<file path="config.mk">
export PLATFORM = sky130hd
export DESIGN_NAME = hazard_stall_ctrl
export DESIGN_NICKNAME = d
export VERILOG_FILES = /design/src/rtl/hazard_pkg.sv /design/src/rtl/hazard_perf_cnt.sv /design/src/rtl/hazard_stall_ctrl.sv
export SDC_FILE = /design/constraint.sdc
export NUM_CORES = 1
export LEC_CHECK = 0
export CAP_MARGIN = 20
export CORE_MARGIN = 10
export CORE_UTILIZATION = 40
export CTS_CLUSTER_SIZE = 10
export DETAILED_ROUTE_END_ITERATION = 10
export PLACE_DENSITY = 0.74
export SLEW_MARGIN = 20
export SYNTH_ARGS = -nofsm -noshare
export SYNTH_HDL_FRONTEND = slang
export SYNTH_HIERARCHICAL = 1
export SYNTH_SLANG_ARGS = --single-unit
</file>
<file path="constraint.sdc">
create_clock -name clk -period 1.9 [get_ports clk]
set_input_delay 0.38 -clock clk [delete_from_list [all_inputs] [get_ports clk]]
set_output_delay 0.38 -clock clk [all_outputs]
set_load 0.02 [all_outputs]
</file>
<file path="src/rtl/hazard_pkg.sv">
// rtl/hazard_pkg.sv - shared types and constants for the pipeline hazard controller
package hazard_pkg;

   typedef enum logic [1:0] {
      INIT     = 2'd0,
      RUN      = 2'd1,
      MEM_WAIT = 2'd2
   } hazard_state_t;

   localparam logic [4:0] REG_ZERO   = 5'd0;
   localparam int         WAIT_CNT_W = $clog2(256);

endpackage

</file>
<file path="src/rtl/hazard_perf_cnt.sv">
// rtl/hazard_perf_cnt.sv - saturating event counter used by the optional performance counters
module hazard_perf_cnt #(
   parameter int CNT_W = 32
) (
   input  logic             clk,
   input  logic             reset,
   input  logic             inc,
   output logic [CNT_W-1:0] count
);

   always_ff @(posedge clk or posedge reset) begin
      if (reset) begin
         count <= '0;
      end else if (inc && (count != {CNT_W{1'b1}})) begin
         count <= count + CNT_W'(1);
      end
   end

endmodule

</file>
<file path="src/rtl/hazard_stall_ctrl.sv">
// rtl/hazard_stall_ctrl.sv - load-use/branch/memory-wait stall sequencer; HAZARD_PERF_CNT_EN adds perf counters
module hazard_stall_ctrl
   import hazard_pkg::*;
#(
   parameter int MEM_TIMEOUT = 16,
   parameter int CNT_W       = 32
) (
   input  logic             clk,
   input  logic             reset,
   input  logic             ID_EX_MemRead,
   input  logic [4:0]       ID_EX_rd,
   input  logic [4:0]       IF_ID_rs1,
   input  logic [4:0]       IF_ID_rs2,
   input  logic             IF_ID_rs1_used,
   input  logic             IF_ID_rs2_used,
   input  logic             branch_taken,
   input  logic             dmem_req,
   input  logic             dmem_ready,
   output logic             pc_write,
   output logic             if_id_write,
   output logic             id_ex_write,
   output logic             ex_mem_write,
   output logic             mem_wb_write,
   output logic             id_ex_bubble,
   output logic             if_id_flush,
`ifdef HAZARD_PERF_CNT_EN
   output logic [CNT_W-1:0] stall_cycles,
   output logic [CNT_W-1:0] loaduse_cnt,
   output logic [CNT_W-1:0] flush_cnt,
`endif
   output logic             mem_timeout
);

   if ((MEM_TIMEOUT < 2) || (MEM_TIMEOUT > 255) || (CNT_W < 1)) begin : g_bad_param
      $error("hazard_stall_ctrl: illegal MEM_TIMEOUT or CNT_W");
   end

   localparam logic [WAIT_CNT_W-1:0] WAIT_LAST = WAIT_CNT_W'(MEM_TIMEOUT - 1);

   hazard_state_t         state, next_state;
   logic [WAIT_CNT_W-1:0] wait_cnt, wait_nxt;
   logic                  raw_freeze, freeze, timeout_set, load_use;
   logic                  do_flush, do_stall;

   assign raw_freeze = dmem_req && !dmem_ready;

   assign load_use = ID_EX_MemRead && (ID_EX_rd != REG_ZERO) &&
                     ((IF_ID_rs1_used && (ID_EX_rd == IF_ID_rs1)) ||
                      (IF_ID_rs2_used && (ID_EX_rd == IF_ID_rs2)));

   always_ff @(posedge clk or posedge reset) begin
      if (reset) begin
         state       <= INIT;
         wait_cnt    <= '0;
         mem_timeout <= 1'b0;
      end else begin
         state    <= next_state;
         wait_cnt <= wait_nxt;
         if (timeout_set) begin
            mem_timeout <= 1'b1;
         end
      end
   end

   always_comb begin
      next_state   = state;
      wait_nxt     = wait_cnt;
      timeout_set  = 1'b0;
      freeze       = 1'b0;
      do_flush     = 1'b0;
      do_stall     = 1'b0;
      pc_write     = 1'b1;
      if_id_write  = 1'b1;
      id_ex_write  = 1'b1;
      ex_mem_write = 1'b1;
      mem_wb_write = 1'b1;
      id_ex_bubble = 1'b0;
      if_id_flush  = 1'b0;

      case (state)
         INIT: begin
            next_state = RUN;
            wait_nxt   = '0;
         end
         RUN: begin
            if (raw_freeze) begin
               freeze     = 1'b1;
               next_state = MEM_WAIT;
               wait_nxt   = WAIT_CNT_W'(1);
            end
         end
         MEM_WAIT: begin
            if (!raw_freeze) begin
               next_state = RUN;
               wait_nxt   = '0;
            end else if (wait_cnt == WAIT_LAST) begin
               // Forced release: the access is treated as complete this cycle
               timeout_set = 1'b1;
               next_state  = RUN;
               wait_nxt    = '0;
            end else begin
               freeze   = 1'b1;
               wait_nxt = wait_cnt + WAIT_CNT_W'(1);
            end
         end
         default: begin
            next_state = INIT;
            wait_nxt   = '0;
         end
      endcase

      if (state == INIT) begin
         id_ex_bubble = 1'b1;
         if_id_flush  = 1'b1;
      end else if (freeze) begin
         pc_write     = 1'b0;
         if_id_write  = 1'b0;
         id_ex_write  = 1'b0;
         ex_mem_write = 1'b0;
         mem_wb_write = 1'b0;
      end else if (branch_taken) begin
         do_flush     = 1'b1;
         id_ex_bubble = 1'b1;
         if_id_flush  = 1'b1;
      end else if (load_use) begin
         do_stall     = 1'b1;
         pc_write     = 1'b0;
         if_id_write  = 1'b0;
         id_ex_bubble = 1'b1;
      end

      // Reset holds the pipeline still and keeps NOPs in the front registers
      if (reset) begin
         pc_write     = 1'b0;
         if_id_write  = 1'b0;
         id_ex_write  = 1'b0;
         ex_mem_write = 1'b0;
         mem_wb_write = 1'b0;
         id_ex_bubble = 1'b1;
         if_id_flush  = 1'b1;
         freeze       = 1'b0;
         do_flush     = 1'b0;
         do_stall     = 1'b0;
      end
   end

`ifdef HAZARD_PERF_CNT_EN
   hazard_perf_cnt #(.CNT_W(CNT_W)) u_stall_cnt (
      .clk   (clk),
      .reset (reset),
      .inc   (freeze),
      .count (stall_cycles)
   );

   hazard_perf_cnt #(.CNT_W(CNT_W)) u_loaduse_cnt (
      .clk   (clk),
      .reset (reset),
      .inc   (do_stall),
      .count (loaduse_cnt)
   );

   hazard_perf_cnt #(.CNT_W(CNT_W)) u_flush_cnt (
      .clk   (clk),
      .reset (reset),
      .inc   (do_flush),
      .count (flush_cnt)
   );
`endif

endmodule

</file>
==> flow_summary.json <==
{
  "worstPathRequired_ns": 1.52,
  "die_area_um2": 4570,
  "clock-sinks": 11,
  "cts_buffers": 3,
  "antenna_cells": 0,
  "root_buffer": "clkbuf_4",
  "grt_start_max_net_pins": 12,
  "place_inst": 181,
  "power.density_nw_per_um2": 794,
  "syn2layout_area_growth_pct": 78.3,
  "syn_inst": 98,
  "synth.net_count": 127,
  "grt_pass1_vias": 1160,
  "initial_core_util": 0.414,
  "critPathMaxFanout": 4,
  "fin_crit_sh": 1.21,
  "relSlewSlack": 0.751,
  "pwr-share-comb": 0.650,
  "clock_path_buffers": 2,
  "final_antenna_net_count": 0,
  "drtIter0Drc": 25,
  "htree_levels": 1,
  "vias": 982,
  "setup_viol": 7,
  "drv_cap": 0,
  "rows": 17,
  "final_cells": 193,
  "synth-edff-count": 0,
  "yosysSeqAreaShare": 0.303,
  "grt_overflow": 0,
  "synth_area_um2": 907,
  "cts_tree": "built",
  "crit_arrival_ns": 1.92,
  "boundaryPins": 31,
  "status": "finished, violations left",
  "fp.dieW_um": 67.6,
  "antenna_found_initial": 0,
  "firstDrtPassIters": 6,
  "avgSynthCellArea_um2": 9.26,
  "hold_violations": 0,
  "pwr-share-clk": 0.127,
  "failed_checks": "negative setup slack",
  "swShare": 0.392,
  "async_reset_ff_frac": 1.00,
  "vias_per_cell": 5.09,
  "cts_hold_buf": 0,
  "ys_types": 38,
  "cp-end-kind": "primary output",
  "grt_first_pass_wirelength_mm": 5.04,
  "place_hpwl_mm": 2.39,
  "power.internal_uw": 781,
  "core_um2": 2190,
  "rsz0062_at_grt": "true",
  "synth_ff_type": "dfrtp_1",
  "setup_ws_ns": -0.401,
  "wl_mm": 2.97,
  "fmaxAchievable_mhz": 435,
  "ir_worst_vdd_uv": 766,
  "final_cell_mix": "buf_4, clkdlybuf4s50_1, dfrtp_1, xor2_1",
  "drc_errors": 0,
  "drive_gt1_frac": 0.424,
  "clk_pin_slew_ns": 0.07,
  "routabilityCongestion": 0.901,
  "synth_warnings": 6,
  "portBuffers": 30,
  "leakage_nw": 0.715,
  "power_switching_uw": 504,
  "mostFrequentLayoutCell": "buf_4",
  "seqPwrFrac": 0.222,
  "wl_per_cell_um": 15.4,
  "min_path_type": "reg -> reg",
  "fp.dieH_um": 67.6,
  "tightest_slew_ns": 0.373,
  "yosys.area.top_type": "dfrtp_1",
  "start_kind": "register",
  "slew_violations": 0,
  "fin_skew_ns": 0.000814,
  "ys_ff_latch": 11,
  "crit_type": "reg -> out",
  "finalNetCount": 195,
  "period_minus_slack_ns": 2.30,
  "synth.top_cells.by_area": "dfrtp_1, ha_1, xor2_1",
  "hold_ws_ns": 0.477,
  "worstSkewPairLatency_ns": 0.28,
  "grt.total_usage": 0.144,
  "synth_top_area_share": 0.303
}
[path summary, 6_finish.rpt]
| check | slack (ns) | end | start | cells past startpoint |
|---|---|---|---|---|
| worst min-delay path | 0.48 | mem_timeout | mem_timeout | 1 |
| max in group asynchronous | 1.08 | wait_cnt[4] | reset | 4 |
| worst max register to register | 0.08 | wait_cnt[2] | state[1] | 11 |
| worst max-delay path | -0.40 | pc_write | wait_cnt[4] | 5 |
| worst min register to register | 0.48 | mem_timeout | mem_timeout | 1 |
| min in group asynchronous | 0.67 | wait_cnt[1] | reset | 4 |
[routing by layer]
layer | global-route usage | routed length, um | up-vias
li1 | - | - | 482
met1 | 0.127 | 1060 | 476
met2 | 0.292 | 1740 | 22
met3 | 0.0496 | 160 | 2
met4 | 0.0462 | 11 | 0
met5 | 0 | 0 | -
[power groups by stage]
stage,Sequential [mW],Clock [mW],Combinational (mW)
after floorplan,0.293,0,0.410
after global placement,0.285,0,0.707
after CTS,0.283,0.165,0.794
final,0.285,0.164,0.835
after detailed placement,0.288,0,0.724
after global routing,0.286,0.181,0.898
[cell type report]
type	instances	area, um2
multi-input combinational	75	684
fill	161	573
timing repair buffer	66	563
sequential	11	275
tap	28	35.0
inverter	9	33.8
clock buffer	4	26.3
[stage by stage]
| stage | utilization | worst slack, ns | TNS [ns] | power [mW] | cell area [um2] |
|---|---|---|---|---|---|
| floorplan | - | -0.0838 | -0.207 | 0.703 | 983 |
| global placement | 0.682 | -0.888 | -5.18 | 0.992 | 1500 |
| detailed placement | 0.682 | -0.948 | -5.32 | 1.01 | 1500 |
| CTS | 0.741 | -0.401 | -2.95 | 1.24 | 1620 |
| global route | 0.738 | -0.470 | -3.27 | 1.37 | 1620 |
| finish | 0.738 | -0.401 | -2.69 | 1.28 | 1620 |
[worst max-delay path, cell delays in order, from the launching register on]
cell	delay, ns
dfrtp_1	0.38
or4_4	0.57
o21bai_4	0.23
a21o_2	0.18
o211a_4	0.17
buf_6	0.12
[cell families after synthesis]
group	Yosys count	share of synthesized area
adder cells (fa/ha/maj)	6	0.0828
flip-flops	11	0.303
AND/OR/NAND/NOR	29	0.195
buffers and inverters	12	0.0621
XOR/XNOR	13	0.126
AO/OA/AOI/OAI	26	0.215
multiplexers	1	0.0165
[state kept, by name (all words and copies together), names as in the netlist]
signal	count
wait_cnt	8
state	2
mem_timeout	1
[synth_stat cells, types with 2 or more instances]
cell / count
xnor2_1: 5
nor2_1: 8
xor2_1: 8
inv_1: 9
a21oi_1: 5
o21ai_0: 5
nand2_1: 4
ha_1: 6
nand3_1: 2
nand4b_1: 2
o31ai_1: 2
a32o_1: 2
buf_4: 3
nor4_1: 2
dfrtp_1: 11
a21o_1: 2
[what timing repair did]
action / in CTS / in global routing
gates cloned: 0 / 0
endpoints found under the setup margin: 7 / 9
gates resized for setup: 50 / 3
pin swaps: 5 / 9
buffers inserted: 10 / 2
No activity file was read; power rests on OpenSTA's default activity.
